### src/rtl/mem_ctrl_mp_pkg.sv
// Shared encodings and helpers for the multi-port byte-serial memory controller.
package mem_ctrl_mp_pkg;

  // Request size encodings (3 is handled as a word)
  localparam logic [1:0] SZ_BYTE = 2'd0;
  localparam logic [1:0] SZ_HALF = 2'd1;
  localparam logic [1:0] SZ_WORD = 2'd2;

  // Address bits [17:16] selecting the UART/IO region
  localparam logic [1:0] IO_REGION = 2'b11;

  typedef enum logic [1:0] {
    ST_IDLE = 2'd0,
    ST_XFER = 2'd1,
    ST_GAP  = 2'd2
  } state_t;

  // Number of bytes moved for a size code, clamped to the word width in bytes
  function automatic logic [2:0] size_nbytes(input logic [1:0] sz, input logic [2:0] max_b);
    logic [2:0] nb;
    case (sz)
      SZ_BYTE: nb = 3'd1;
      SZ_HALF: nb = 3'd2;
      SZ_WORD: nb = 3'd4;
      default: nb = 3'd4;
    endcase
    return (nb > max_b) ? max_b : nb;
  endfunction

  // Zero- or sign-extend an assembled little-endian load to 32 bits
  function automatic logic [31:0] load_extend(input logic [31:0] raw, input logic [2:0] nb,
                                              input logic sext);
    logic [31:0] res;
    case (nb)
      3'd1:    res = {{24{sext & raw[7]}}, raw[7:0]};
      3'd2:    res = {{16{sext & raw[15]}}, raw[15:0]};
      default: res = raw;
    endcase
    return res;
  endfunction

endpackage

### src/rtl/mem_ctrl_mp_rr_arbiter.sv
// Round-robin arbiter: first requester after the last accepted one wins.
module rr_arbiter
  import mem_ctrl_mp_pkg::*;
#(
  parameter int unsigned NUM_PORTS = 2,
  parameter int unsigned IDX_W     = 1
) (
  input  logic                 clk,
  input  logic                 rst,
  input  logic [NUM_PORTS-1:0] i_req,
  input  logic                 i_accept,
  output logic [NUM_PORTS-1:0] o_gnt_c,
  output logic [IDX_W-1:0]     o_idx_c,
  output logic                 o_any_c
);

  logic [IDX_W-1:0] r_last;
  logic             w_found;

  // Cyclic search starting just after the last granted port
  always_comb begin
    w_found = 1'b0;
    o_gnt_c = '0;
    o_idx_c = '0;
    for (int i = 1; i <= int'(NUM_PORTS); i++) begin
      if (!w_found && i_req[(int'(r_last) + i) % int'(NUM_PORTS)]) begin
        w_found = 1'b1;
        o_idx_c = IDX_W'((int'(r_last) + i) % int'(NUM_PORTS));
        o_gnt_c[(int'(r_last) + i) % int'(NUM_PORTS)] = 1'b1;
      end
    end
    o_any_c = w_found;
  end

  // Pointer moves only when the grant is actually taken
  always_ff @(posedge clk) begin
    if (rst) begin
      r_last <= IDX_W'(NUM_PORTS - 1);
    end else if (i_accept) begin
      r_last <= o_idx_c;
    end
  end

endmodule

### src/rtl/mem_ctrl_mp.sv
// Multi-port memory controller moving byte/half/word requests over an 8-bit
// memory bus. Optional build macro MEM_CTRL_MP_SIGNEXT_EN enables sign
// extension of byte and half loads.
module mem_ctrl_mp
  import mem_ctrl_mp_pkg::*;
#(
  parameter int unsigned NUM_PORTS = 2,
  parameter int unsigned ADDR_W    = 32,
  parameter int unsigned DATA_W    = 32
) (
  input  logic                        clk,
  input  logic                        rst,
  input  logic                        rdy,
  input  logic                        clr,
  input  logic [7:0]                  mem_din,
  output logic [7:0]                  mem_dout,
  output logic [ADDR_W-1:0]           mem_addr,
  output logic                        mem_wr,
  input  logic                        io_buffer_full,
  input  logic [NUM_PORTS-1:0]        req_valid,
  input  logic [NUM_PORTS-1:0]        req_wr,
  input  logic [NUM_PORTS*ADDR_W-1:0] req_addr,
  input  logic [NUM_PORTS*2-1:0]      req_size,
  input  logic [NUM_PORTS-1:0]        req_signed,
  input  logic [NUM_PORTS*DATA_W-1:0] req_wdata,
  output logic [NUM_PORTS-1:0]        resp_done,
  output logic [DATA_W-1:0]           resp_rdata,
  output logic                        busy
);

  localparam int unsigned IDX_W = (NUM_PORTS > 1) ? $clog2(NUM_PORTS) : 1;
  localparam int unsigned BYTES = DATA_W / 8;
  localparam logic [2:0]  MAX_B = 3'(BYTES);

  // Transaction state
  state_t              r_state;
  logic [1:0]          r_k;
  logic [IDX_W-1:0]    r_port;
  logic                r_wr;
  logic [ADDR_W-1:0]   r_addr;
  logic [2:0]          r_nbytes;
  logic [DATA_W-1:0]   r_wdata;
  logic [31:0]         r_cap;

  // Next-state values
  state_t              w_state_n;
  logic [1:0]          w_k_n;
  logic [31:0]         w_cap_n;
  logic [NUM_PORTS-1:0] w_done_n;
  logic [DATA_W-1:0]   w_rdata_n;
  logic                w_accept;

  // Arbiter and selected request
  logic [NUM_PORTS-1:0] w_gnt;
  logic [IDX_W-1:0]     w_gidx;
  logic                 w_any;
  logic [ADDR_W-1:0]    w_sel_addr;
  logic                 w_sel_wr;
  logic [2:0]           w_sel_nb;
  logic [DATA_W-1:0]    w_sel_wdata;

  // Datapath helpers
  logic [2:0]          w_k1;
  logic [1:0]          w_k1_b;
  logic [ADDR_W-1:0]   w_xfer_addr;
  logic [31:0]         w_wd32;
  logic [7:0]          w_wr_byte;
  logic [31:0]         w_cap_ins;
  logic [31:0]         w_ext;
  logic                w_sext;
  logic                w_io_grant;
  logic                w_io_xfer;

  rr_arbiter #(
    .NUM_PORTS (NUM_PORTS),
    .IDX_W     (IDX_W)
  ) u_arb (
    .clk      (clk),
    .rst      (rst),
    .i_req    (req_valid),
    .i_accept (w_accept),
    .o_gnt_c  (w_gnt),
    .o_idx_c  (w_gidx),
    .o_any_c  (w_any)
  );

  assign w_sel_addr  = req_addr[int'(w_gidx)*int'(ADDR_W) +: ADDR_W];
  assign w_sel_wr    = req_wr[w_gidx];
  assign w_sel_nb    = size_nbytes(req_size[int'(w_gidx)*2 +: 2], MAX_B);
  assign w_sel_wdata = req_wdata[int'(w_gidx)*int'(DATA_W) +: DATA_W];

  assign w_k1        = 3'(r_k) + 3'd1;
  assign w_k1_b      = r_k + 2'd1;
  assign w_xfer_addr = r_addr + ADDR_W'(w_k1);
  assign w_wd32      = 32'(r_wdata);
  assign w_wr_byte   = w_wd32[8*int'(w_k1_b) +: 8];
  assign w_ext       = load_extend(w_cap_ins, r_nbytes, w_sext);
  assign busy        = (r_state != ST_IDLE);

  // IO region decode; narrow address spaces never reach the IO window
  generate
    if (ADDR_W >= 18) begin : g_io
      assign w_io_grant = (w_sel_addr[17:16] == IO_REGION);
      assign w_io_xfer  = (w_xfer_addr[17:16] == IO_REGION);
    end else begin : g_no_io
      assign w_io_grant = 1'b0;
      assign w_io_xfer  = 1'b0;
    end
  endgenerate

`ifdef MEM_CTRL_MP_SIGNEXT_EN
  logic r_signed;

  // Latch the sign flag of the granted request
  always_ff @(posedge clk) begin
    if (rst) begin
      r_signed <= 1'b0;
    end else if (rdy && w_accept) begin
      r_signed <= req_signed[w_gidx];
    end
  end

  assign w_sext = r_signed;
`else
  logic w_unused_signed;
  assign w_unused_signed = ^req_signed;
  assign w_sext          = 1'b0;
`endif

  // Capture register with the current read byte merged in
  always_comb begin
    w_cap_ins = r_cap;
    w_cap_ins[8*int'(r_k) +: 8] = mem_din;
  end

  // Next-state and memory bus drive
  always_comb begin
    w_state_n = r_state;
    w_k_n     = r_k;
    w_cap_n   = r_cap;
    w_done_n  = '0;
    w_rdata_n = '0;
    w_accept  = 1'b0;
    mem_addr  = '0;
    mem_wr    = 1'b0;
    mem_dout  = 8'h00;
    unique case (r_state)
      ST_IDLE: begin
        // A write to the IO window waits in IDLE while the UART buffer is full
        if (!clr && w_any && !(w_sel_wr && w_io_grant && io_buffer_full)) begin
          w_accept = 1'b1;
          mem_addr = w_sel_addr;
          mem_wr   = w_sel_wr;
          mem_dout = w_sel_wr ? w_sel_wdata[7:0] : 8'h00;
          w_k_n    = 2'd0;
          w_cap_n  = '0;
          if (w_sel_wr && (w_sel_nb == 3'd1)) begin
            w_state_n = ST_GAP;
            w_done_n  = w_gnt;
          end else begin
            w_state_n = ST_XFER;
          end
        end
      end
      ST_XFER: begin
        if (!r_wr) begin
          w_cap_n = w_cap_ins;
          if (clr) begin
            w_state_n = ST_IDLE;
            w_k_n     = 2'd0;
          end else if (3'(r_k) == (r_nbytes - 3'd1)) begin
            w_state_n        = ST_GAP;
            w_k_n            = 2'd0;
            w_done_n[r_port] = 1'b1;
            w_rdata_n        = DATA_W'(w_ext);
          end else begin
            mem_addr = w_xfer_addr;
            w_k_n    = r_k + 2'd1;
          end
        end else begin
          mem_addr = w_xfer_addr;
          mem_dout = w_wr_byte;
          if (!(w_io_xfer && io_buffer_full)) begin
            mem_wr = 1'b1;
            if (w_k1 == (r_nbytes - 3'd1)) begin
              w_state_n        = ST_GAP;
              w_k_n            = 2'd0;
              w_done_n[r_port] = 1'b1;
            end else begin
              w_k_n = r_k + 2'd1;
            end
          end
        end
      end
      ST_GAP: begin
        w_state_n = ST_IDLE;
      end
      default: begin
        w_state_n = ST_IDLE;
      end
    endcase
    if (!rdy) begin
      mem_wr   = 1'b0;
      w_accept = 1'b0;
    end
  end

  // State and response registers, frozen while rdy is low
  always_ff @(posedge clk) begin
    if (rst) begin
      r_state    <= ST_IDLE;
      r_k        <= 2'd0;
      r_cap      <= '0;
      resp_done  <= '0;
      resp_rdata <= '0;
    end else if (rdy) begin
      r_state    <= w_state_n;
      r_k        <= w_k_n;
      r_cap      <= w_cap_n;
      resp_done  <= w_done_n;
      resp_rdata <= w_rdata_n;
    end
  end

  // Latch the granted request's attributes
  always_ff @(posedge clk) begin
    if (rst) begin
      r_port   <= '0;
      r_wr     <= 1'b0;
      r_addr   <= '0;
      r_nbytes <= 3'd1;
      r_wdata  <= '0;
    end else if (rdy && w_accept) begin
      r_port   <= w_gidx;
      r_wr     <= w_sel_wr;
      r_addr   <= w_sel_addr;
      r_nbytes <= w_sel_nb;
      r_wdata  <= w_sel_wdata;
    end
  end

endmodule

### config.mk
export PLATFORM = sky130hd
export DESIGN_NAME = mem_ctrl_mp
export DESIGN_NICKNAME = d
export VERILOG_FILES = /design/src/rtl/mem_ctrl_mp_pkg.sv /design/src/rtl/mem_ctrl_mp_rr_arbiter.sv /design/src/rtl/mem_ctrl_mp.sv
export SDC_FILE = /design/constraint.sdc
export NUM_CORES = 1
export LEC_CHECK = 0
export ABC_AREA = 0
export CORE_UTILIZATION = 43
export CTS_CLUSTER_DIAMETER = 100
export DETAILED_ROUTE_END_ITERATION = 8
export PLACE_DENSITY = 0.77
export SLEW_MARGIN = 20
export SYNTH_ARGS = -nofsm -noshare
export SYNTH_HDL_FRONTEND = slang
export SYNTH_SLANG_ARGS = --single-unit
export TNS_END_PERCENT = 10
### constraint.sdc
create_clock -name clk -period 2.9 [get_ports clk]
set_clock_uncertainty 0.1 [all_clocks]
set_input_delay 0.435 -clock clk [delete_from_list [all_inputs] [get_ports clk]]
set_output_delay 0.435 -clock clk [all_outputs]
set_load 0.01 [all_outputs]
* Word-level counts from Yosys, hierarchy flattened
Cells that the tools add are included.
** Storage, ports and cells
- Bits of input ports :: 151
- Output and inout port bits :: 76
- Register bits after elaboration :: 140
- Logic and storage cells :: 141
** Cells by class
- Equal/unequal tests :: 14
- Add/sub/neg operators :: 7
- Reductions and logical operators :: 21
- Bitwise operators :: 3
- Multiplexer cells :: 71
- Shifts and indexed selects :: 6
- $lt $le $gt $ge :: 8
** Operators with widths (number)
- two-way mux 32 bit :: 10
- one-hot mux 32 bit (2 select lines) :: 3
- variable part select 64 x 7 -> 32 bit :: 2
- two-way mux 2 bit :: 22
- negator 5 -> 33 bit :: 1
- variable shift 8 x 33 -> 32 bit (first input constant) :: 1
- variable part select 8 x 33 -> 32 bit :: 1
- adder 32 x 3 -> 32 bit :: 1
- bitwise mux 32 bit :: 1
- variable part select 32 x 6 -> 8 bit :: 1
- two-way mux 8 bit :: 3
- two-way mux 1 bit :: 22
- one-hot mux 8 bit (2 select lines) :: 1
- one-hot mux 2 bit (2 select lines) :: 3
- logical AND 1 bit :: 11
- AND reduction 4 bit :: 2
- equality test 3 x 1 -> 1 bit (second input constant) :: 2
- < comparator 2 x 3 -> 1 bit (second input constant) :: 2
- != test 3 bit (second input constant) :: 2
- one-hot mux 3 bit (2 select lines) :: 1
- AND reduction 5 bit :: 1
- equality test 2 x 1 -> 1 bit (second input constant) :: 2
- equality test 2 bit (second input constant) :: 2
- >= comparator 2 x 1 -> 1 bit (second input constant) :: 2
- 21 further kinds :: 31

* Logic depth before layout (Yosys ltp)
Gate-level depths: netlist of the first run.
- Word-level depth :: 19
- Depth in mapped cells :: 9
- Gate-level depth less buffers :: 9

* By module
A second synthesis of the first run with hierarchy kept.
** Second synthesis, totals
- Cell total of the unflattened synthesis :: 922
- Area total of the unflattened synthesis :: 7654.8 um^2
** Modules (own cells, without submodules)
- mem_ctrl_mp :: cells an instance 914, seq. area each 2782.7 um^2, instances 1, area each 7583.5 um^2
- rr_arbiter :: cells an instance 8, seq. area each 20.0 um^2, instances 1, area each 71.3 um^2

* Worst setup path before layout of the first run
No wires, ideal clock.
- Kind :: register to output
- Start :: reg r_k[0]
- End :: out mem_addr[29]
- Arrival :: 2.567 ns
- Stages on the path, launching flop included :: 10
- Path buffers :: 0
- Data required time :: 2.365 ns
- Setup slack :: -0.202 ns
- Cells stage by stage :: dfxtp_1 inv_1 ha_1 ha_1 and3_1 o211ai_1 or2_2 nor4_1 xnor2_1 o22ai_1
** On the way
- Word-level cells in the longest chain between the ends :: 6
- Elaborated cells between the ends (all ways) :: 7
- Classes of those cells :: add/sub (2); eq/ne (1); mux (4)
** Ends and longest elaborated chain
- start, declared :: line mem_ctrl_mp.sv:37 : logic [1:0] r_k;
- start signal, assigned :: line mem_ctrl_mp.sv:218 : r_k <= w_k_n;
- adder 2 x 1 -> 3 bit :: line mem_ctrl_mp.sv:92 : assign w_k1 = 3'(r_k) + 3'd1;
- adder 32 x 3 -> 32 bit :: line mem_ctrl_mp.sv:94 : assign w_xfer_addr = r_addr + ADDR_W'(w_k1);
- two-way mux 32 bit :: line mem_ctrl_mp.sv:171 : end else if (3'(r_k) == (r_nbytes - 3'd1)) begin
- two-way mux 32 bit :: line mem_ctrl_mp.sv:168 : if (clr) begin
- two-way mux 32 bit * :: line mem_ctrl_mp.sv:166 : if (!r_wr) begin
- one-hot mux 32 bit (2 select lines) * :: line mem_ctrl_mp.sv:147 : unique case (r_state)
- end, declared :: line mem_ctrl_mp.sv:17 : output logic [ADDR_W-1:0] mem_addr,
Mark *: on every way between the ends. The rest lies on a longest branch, timed or not.

* Final worst setup path of the first run
- Start :: reg r_k[0]
- End :: out mem_wr
** On the way
- Word-level cells in the longest chain between the ends :: 8
** Ends and longest elaborated chain
- adder 2 x 1 -> 3 bit :: line mem_ctrl_mp.sv:92
- adder 32 x 3 -> 32 bit :: line mem_ctrl_mp.sv:94
- equality test 2 bit :: line mem_ctrl_mp.sv:104 : assign w_io_xfer = (w_xfer_addr[17:16] == IO_REGION);
- logical AND 1 bit :: line mem_ctrl_mp.sv:183 : if (!(w_io_xfer && io_buffer_full)) begin
- two-way mux 1 bit :: line mem_ctrl_mp.sv:183
- two-way mux 1 bit :: line mem_ctrl_mp.sv:166
- one-hot mux 1 bit (2 select lines) :: line mem_ctrl_mp.sv:147
- two-way mux 1 bit :: line mem_ctrl_mp.sv:202 : if (!rdy) begin
- end, declared :: line mem_ctrl_mp.sv:18 : output logic mem_wr,
Every way passes these cells.

==> impl_metrics.toml, run 1 <==
[sta]
maxSlewViolCount = 0
setup_viol = 43
worst_pin_slew_ns = 0.553
relSlewSlack_pct = 63.2
rsz0062_at_grt = "true"
min_period_ns = 3.37
fmax_mhz = 296
fin_ws_ns = -0.475
hold_viol_final = 0
finalCritPeriodShare_pct = 116

[global_route]
grt_remaining_overflow = 0
groute.usage.overall_pct = 26.9
grt_pass1_wl_um = 38800
grt_max_degree = 98
grt_pass1_vias = 7755
antenna_found_initial = 1

[setup_path]
arrival_ns = 2.84
reg2reg_to = "r_k[1]$_SDFFE_PP0P_"
slowest_delay_ns = 0.40
crit_path_max_fanout = 3
r2r-start = "r_k[0]$_SDFFE_PP0P_"
crit_path_cell_trace = "inv_2 -> ha_4 -> ha_4 -> and3_4 -> o211ai_1 -> buf_4 -> buf_4 -> o211a_4 -> o22ai_2 -> a21oi_1 -> nor2_1 -> buf_2"
worst-setup-path-type = "register to output pin"
crit_required_ns = 2.37
r2r_cells = 14
crit_slowest_cell = "o211ai_1"
reg2reg_slack_ns = -0.18
start_kind = "register"
cp-end-kind = "output pin"

[run_status]
status = "complete, but fails checks"
violations = "setup timing"

[synth]
synth_nets = 1078
yosysUniqueCellTypes = 55
synth_ff_type = "dfxtp_1"
yosysSeqAreaShare_pct = 36.3
syn_area_per_cell_um2 = 8.44
synthCells = 914
async_reset_ff_share_pct = 0
ys_ff_latch = 140
synth_area_um2 = 7710
synth_edf_count = 0
yosys_warnings = 0

[floorplan]
rows = 48
die_h_um = 136
die_x_um = 136
die_area_um2 = 18500
ioPinCount = 227
core_area_um2 = 17400
start_util_pct = 44.3

[power]
switching_share_pct = 28.5
p_leak_nw = 4.76
ir_worst_vdd_v = 0.000428
clkPwrFrac_pct = 40.3
combPwrFrac_pct = 21.0
p_sw_mw = 1.51
power_per_cell_area_nw_per_um2 = 452
power.total_mw = 5.31
internal-power_mw = 3.80
pwr-share-seq_pct = 38.7

[clock_network]
cts.clk_slew.worst_paths_ns = 0.07
htree_levels = 4
cts.sinks = 140
root_buffer = "clkbuf_16"
cts_tree = "built"
clock_latency_ns = 0.43
numCtsBuffers = 17
cts_buffer_depth = 2

[finish]
mostFrequentLayoutCells = "nor2_1, clkdlybuf4s50_1, dfxtp_1, buf_4, mux2i_1"
drive_gt1_share_pct = 21.1
nets = 1375
fin_area_um2 = 11800
nFillCells = 1387
register_area_um2 = 2810
final_common_cell = "nor2_1"
area_delta_synth_final_pct = 52.5
multi_input_area_um2 = 4940

[worst_hold_path]
min-delay-start = "resp_rdata[4]$_SDFFE_PP0P_"
hold_depth = 2
worstHoldPathType = "register to register"
whs_endpoint = "resp_rdata[4]$_SDFFE_PP0P_"

[routing]
ant_nets = 0
vias = 8063
drt_iter0_drc = 632
firstDrtPassIters = 5
route.detailed.wl_per_inst_um = 17.3
route.detailed.drc = 0
viasPerCell = 5.56
routed_wirelength_um = 25100

[placement]
dpl_cell_area_um2 = 10900
post-place-ws_ns = -0.426
io_buffers = 224
dp_hpwl_um = 17300
routabilityCongestion = 0.911

[run]
drv_cap = 0
## per-stage QoR
step	util [%]	hold slack, ns	cells	TNS, ns
final	67.6	0.361	1450	-8.01
after floorplan	-	0.344	914	-0.500
after global routing	67.6	0.378	1450	-11.71
after detailed placement	62.4	0.358	1405	-13.35
after global placement	62.4	0.352	1405	-11.54
after CTS	66.7	0.366	1445	-7.68
## Yosys cell counts, types with 2 or more instances
cell type	n	share of area, %
a211oi_1	58	5.6
a21boi_0	2	0.19
a21o_1	2	0.19
a21oi_1	47	3.0
a22oi_1	32	3.1
a31oi_1	2	0.16
and3_1	6	0.49
and4_1	2	0.23
buf_1	6	0.29
buf_2	24	1.6
clkbuf_1	38	1.8
dfxtp_1	140	36
ha_1	12	1.9
inv_1	10	0.49
mux2_2	8	1.2
mux2i_1	91	12
mux4_2	8	2.3
nand2_1	35	1.7
nand2b_1	6	0.49
nand3_1	18	1.2
nand4_1	9	0.73
nor2_1	190	9.2
nor2b_1	35	2.8
nor3_1	18	1.2
nor3b_1	3	0.29
nor4_1	7	0.57
nor4b_1	2	0.23
o21ai_0	5	0.32
o21ba_2	2	0.26
o21bai_1	4	0.39
o22ai_1	32	2.6
or2_1	2	0.16
or3_1	4	0.32
xnor2_1	13	1.5
xor2_1	21	2.4
## worst max-delay path: cells and delay by family (launching register included)
family	cells	cell delay, ns
AND/OR/NAND/NOR	2	0.20
flip-flops	1	0.37
AO/OA/AOI/OAI	4	0.78
buffers and inverters	4	0.54
adder cells (fa/ha/maj)	2	0.50
## worst max-delay path by stage
stage | start | end | slack [ns] | depth (start not counted)
2_1_floorplan | r_k[0]$_SDFFE_PP0P_ | mem_addr[31] | -0.1 | 9
3_3_place_gp | r_k[0]$_SDFFE_PP0P_ | mem_addr[29] | -0.38 | 10
3_5_place_dp | r_k[0]$_SDFFE_PP0P_ | mem_addr[25] | -0.43 | 10
4_1_cts | r_k[1]$_SDFFE_PP0P_ | mem_wr | -0.40 | 12
5_1_grt | r_k[0]$_SDFFE_PP0P_ | mem_wr | -0.56 | 12
6_report | r_k[0]$_SDFFE_PP0P_ | mem_wr | -0.47 | 12
## layout make-up
class,instances,share of cell area (%)
Multi-Input combinational cell,694,42.0
Timing Repair Buffer,347,26.5
Sequential cell,140,23.8
Clock buffer,17,3.62
Tap cell,225,2.39
Clock inverter,15,1.32
Inverter,11,0.351
Antenna cell,1,0.0213
## sequential cells by signal (all words and copies together), names as in the netlist, 2 cells and up
register / count
r_nbytes: 3
r_addr: 32
r_state: 2
r_cap: 32
resp_done: 2
resp_rdata: 32
r_k: 2
r_wdata: 32
## what timing repair did
action	CTS	global route
resized for setup	166	36
endpoints found under the hold margin	0	0
setup buffers	9	4
pin swaps	36	14
setup endpoints to repair	42	47
hold buffers	0	0
## kinds of logic (layout without fill, tap and decap cells)
kind of cell    after synthesis  count (layout)  synth area share, %
simple gates                343             343                 20.6
compound gates              197             197                 17.4
flops                       140             140                 36.3
mux                         107             107                 15.3
buf+inv                      80             390                 4.38
xor+xnor                     34              34                 3.86
fa+ha+maj                    13              13                 2.21
other cells                   0               1                    0
## routing by layer
metal,track usage (%),wire [µm],vias to the layer above
li1,-,-,3879
met2,47.4,12800,268
met4,10.2,810,0
met5,0,0,-
met3,5.56,1150,69
met1,32.0,10300,3847
## power by group through the flow
stage / combinational [mW] / sequential [mW] / clock (mW)
2_1_floorplan: 0.529 / 2.08 / 0
3_3_place_gp: 1.08 / 2.09 / 0
3_5_place_dp: 1.10 / 2.09 / 0
4_1_cts: 1.09 / 2.05 / 2.16
5_1_grt: 1.19 / 2.06 / 2.25
6_report: 1.11 / 2.06 / 2.14
Note: power is estimated with default switching activity, not from simulation.
==> run 2, diff against run 1 <==
--- a/config.mk
+++ b/config.mk
@@ -5,8 +5,8 @@
 export SDC_FILE = /design/constraint.sdc
 export NUM_CORES = 1
 export LEC_CHECK = 0
-export ABC_AREA = 0
-export CORE_UTILIZATION = 43
+export ABC_AREA = 1
+export CORE_UTILIZATION = 44
 export CTS_CLUSTER_DIAMETER = 100
 export DETAILED_ROUTE_END_ITERATION = 8
 export PLACE_DENSITY = 0.77
==> run 2 against run 1 <==
  * The run still ends with setup timing left
  * Sequential power hardly changed
  * Cell count is 19% higher
  * Routed wire length is 5.8% higher
  * Critical path depth is 5 higher
  * Register-to-register slack better by 0.38 ns
  * Highest routed layer unchanged
==> impl_metrics.toml, run 2 <==
[run_status]
status = "complete, but fails checks"
violations = "setup timing"

[sta]
maxSlewViolCount = 0
fin_ws_ns = -0.317
setup_viol = 30
rsz0062_at_grt = "true"
setup_tns_ns = -4.32
finalCritPeriodShare_pct = 111
hold_viol_final = 0
min_period_ns = 3.22
fmax_mhz = 311
worst_pin_slew_ns = 0.888
relSlewSlack_pct = 40.3

[routing]
firstDrtPassIters = 5
routed_wirelength_um = 26500
route.detailed.drc = 0
viasPerCell = 5.40
ant_nets = 0
vias = 9301
drt_iter0_drc = 689
route.detailed.wl_per_inst_um = 15.4

[clock_network]
htree_levels = 4
clock_latency_ns = 0.43
root_buffer = "clkbuf_16"
cts.clk_slew.worst_paths_ns = 0.06
holdBufCountCts = 0
cts.sinks = 140
cts_buffer_depth = 2
cts_tree = "built"
numCtsBuffers = 17

[synth]
synth_edf_count = 0
synth_common_cells = "nand2_1, a21oi_1, o21ai_0"
synth_ff_type = "dfxtp_1"
syn_area_per_cell_um2 = 6.79
synthCells = 1195
yosysUniqueCellTypes = 45
ys_ff_latch = 140
async_reset_ff_share_pct = 0
yosys_warnings = 0
yosysTopAreaCell = "dfxtp_1"
synthTopCellsByArea = "dfxtp_1, nand2_1, a21oi_1, o21ai_0, nand3_1"
yosysSeqAreaShare_pct = 34.5
synth_top_area_share_pct = 34.5
synth_nets = 1359
synth_most_common_cell = "nand2_1"
synth_area_um2 = 8110

[finish]
nFillCells = 1519
antennaDiodeCount = 0
nets = 1645
fin_area_um2 = 11900
drive_gt1_share_pct = 17.5
area_delta_synth_final_pct = 46.5
multi_input_area_um2 = 4820
fin_util_pct = 66.0
final_common_cell = "nand2_1"
register_area_um2 = 2810
final_cells = 1723
mostFrequentLayoutCells = "nand2_1, clkdlybuf4s50_1, a21oi_1, dfxtp_1, o21ai_0"

[global_route]
grt_max_degree = 77
groute.usage.overall_pct = 27.8
grt_pass1_wl_um = 41500
antenna_found_initial = 0
grt_pass1_vias = 8620
grt_remaining_overflow = 0

[setup_path]
start_kind = "register"
arrival_ns = 2.68
cp-end-kind = "output pin"
worst-setup-path-type = "register to output pin"
crit_path_max_fanout = 4
crit_required_ns = 2.37

[power]
ir_worst_vdd_v = 0.000399
pwr-share-seq_pct = 37.3
internal-power_mw = 3.91
power.total_mw = 5.60
combPwrFrac_pct = 24.2
clkPwrFrac_pct = 38.5
p_leak_nw = 4.82
p_sw_mw = 1.70
power_per_cell_area_nw_per_um2 = 471
switching_share_pct = 30.3

[floorplan]
core_area_um2 = 18000
die_area_um2 = 19000
ioPinCount = 227
start_util_pct = 45.0
rows = 49
die_h_um = 138
die_x_um = 138

[placement]
routabilityCongestion = 0.887
dp_hpwl_um = 19100
dpl_cell_area_um2 = 11200
place_inst = 1681
io_buffers = 224

[worst_hold_path]
worstHoldPathType = "register to register"

[run]
drv_cap = 0
run 2: kinds of logic (layout without fill, tap and decap cells):
kind of cell	Yosys count	count (layout)	synth area share (%)
simple gates	478	478	25.7
compound gates	388	388	27.2
buf+inv	159	458	8.48
flops	140	140	34.5
fa+ha+maj	13	13	2.10
xor+xnor	9	9	0.972
mux	8	8	0.987
run 2: layout make-up:
type                       instances  area share (%)
tap                              229            2.41
multi-input combinational        896            40.5
clock buffer                      20            3.84
sequential                       140            23.6
timing repair buffer             346            25.8
inverter                          80            2.66
clock inverter                    12            1.07
run 2: through the flow:
step | setup slack, ns | hold slack (ns)
6_report | -0.317 | 0.351
5_1_grt | -0.467 | 0.359
4_1_cts | -0.347 | 0.352
3_5_place_dp | -0.352 | 0.343
3_3_place_gp | -0.314 | 0.336
2_1_floorplan | -0.00827 | 0.327
run 2: power by group through the flow:
| stage | Sequential [mW] | Combinational, mW | Clock (mW) |
|---|---|---|---|
| 6_report | 2.09 | 1.36 | 2.16 |
| 5_1_grt | 2.10 | 1.48 | 2.26 |
| 4_1_cts | 2.09 | 1.34 | 2.18 |
| 3_5_place_dp | 2.13 | 1.34 | 0 |
| 3_3_place_gp | 2.12 | 1.32 | 0 |
| 2_1_floorplan | 2.12 | 0.691 | 0 |
run 2: what timing repair did:
item / 4_1_cts / 5_1_grt
pin swaps: 13 / 18
setup endpoints to repair: 41 / 41
hold endpoints to repair: 0 / 0
setup buffers: 6 / 4
resized for setup: 120 / 65
run 2: critical path, cell delays in order, from the launching register on:
cell      delay [ns]
dfxtp_4         0.38
clkinv_4        0.06
ha_4            0.26
ha_4            0.27
nand2_2         0.04
nor2_1          0.08
nand2_1         0.08
nand2_2         0.11
nand2_2         0.08
nor2_4          0.12
and3_4          0.21
nand3_4         0.10
inv_4           0.10
nand2_1         0.05
nand2_1         0.07
nand3_1         0.07
nand2_2         0.07
buf_6           0.10
run 2: final timing paths:
path / start / end / slack, ns / cells past startpoint
worst min register to register: r_wdata[5]$_SDFFE_PP0P_ / r_wdata[5]$_SDFFE_PP0P_ / 0.35 / 2
worst max-delay path: r_k[0]$_SDFFE_PP0P_ / mem_addr[31] / -0.32 / 17
worst max register to register: r_k[0]$_SDFFE_PP0P_ / r_cap[10]$_SDFFE_PP0P_ / 0.20 / 14
worst min-delay path: r_wdata[5]$_SDFFE_PP0P_ / r_wdata[5]$_SDFFE_PP0P_ / 0.35 / 2
run 2: routing by layer:
layer | share of wire (%) | global-route usage (%) | vias up
met4 | 2.7 | 10.4 | 0
met3 | 7.5 | 6.29 | 56
li1 | - | - | 4639
met5 | 0 | 0 | -
met1 | 42 | 34.1 | 4233
met2 | 48 | 47.3 | 373
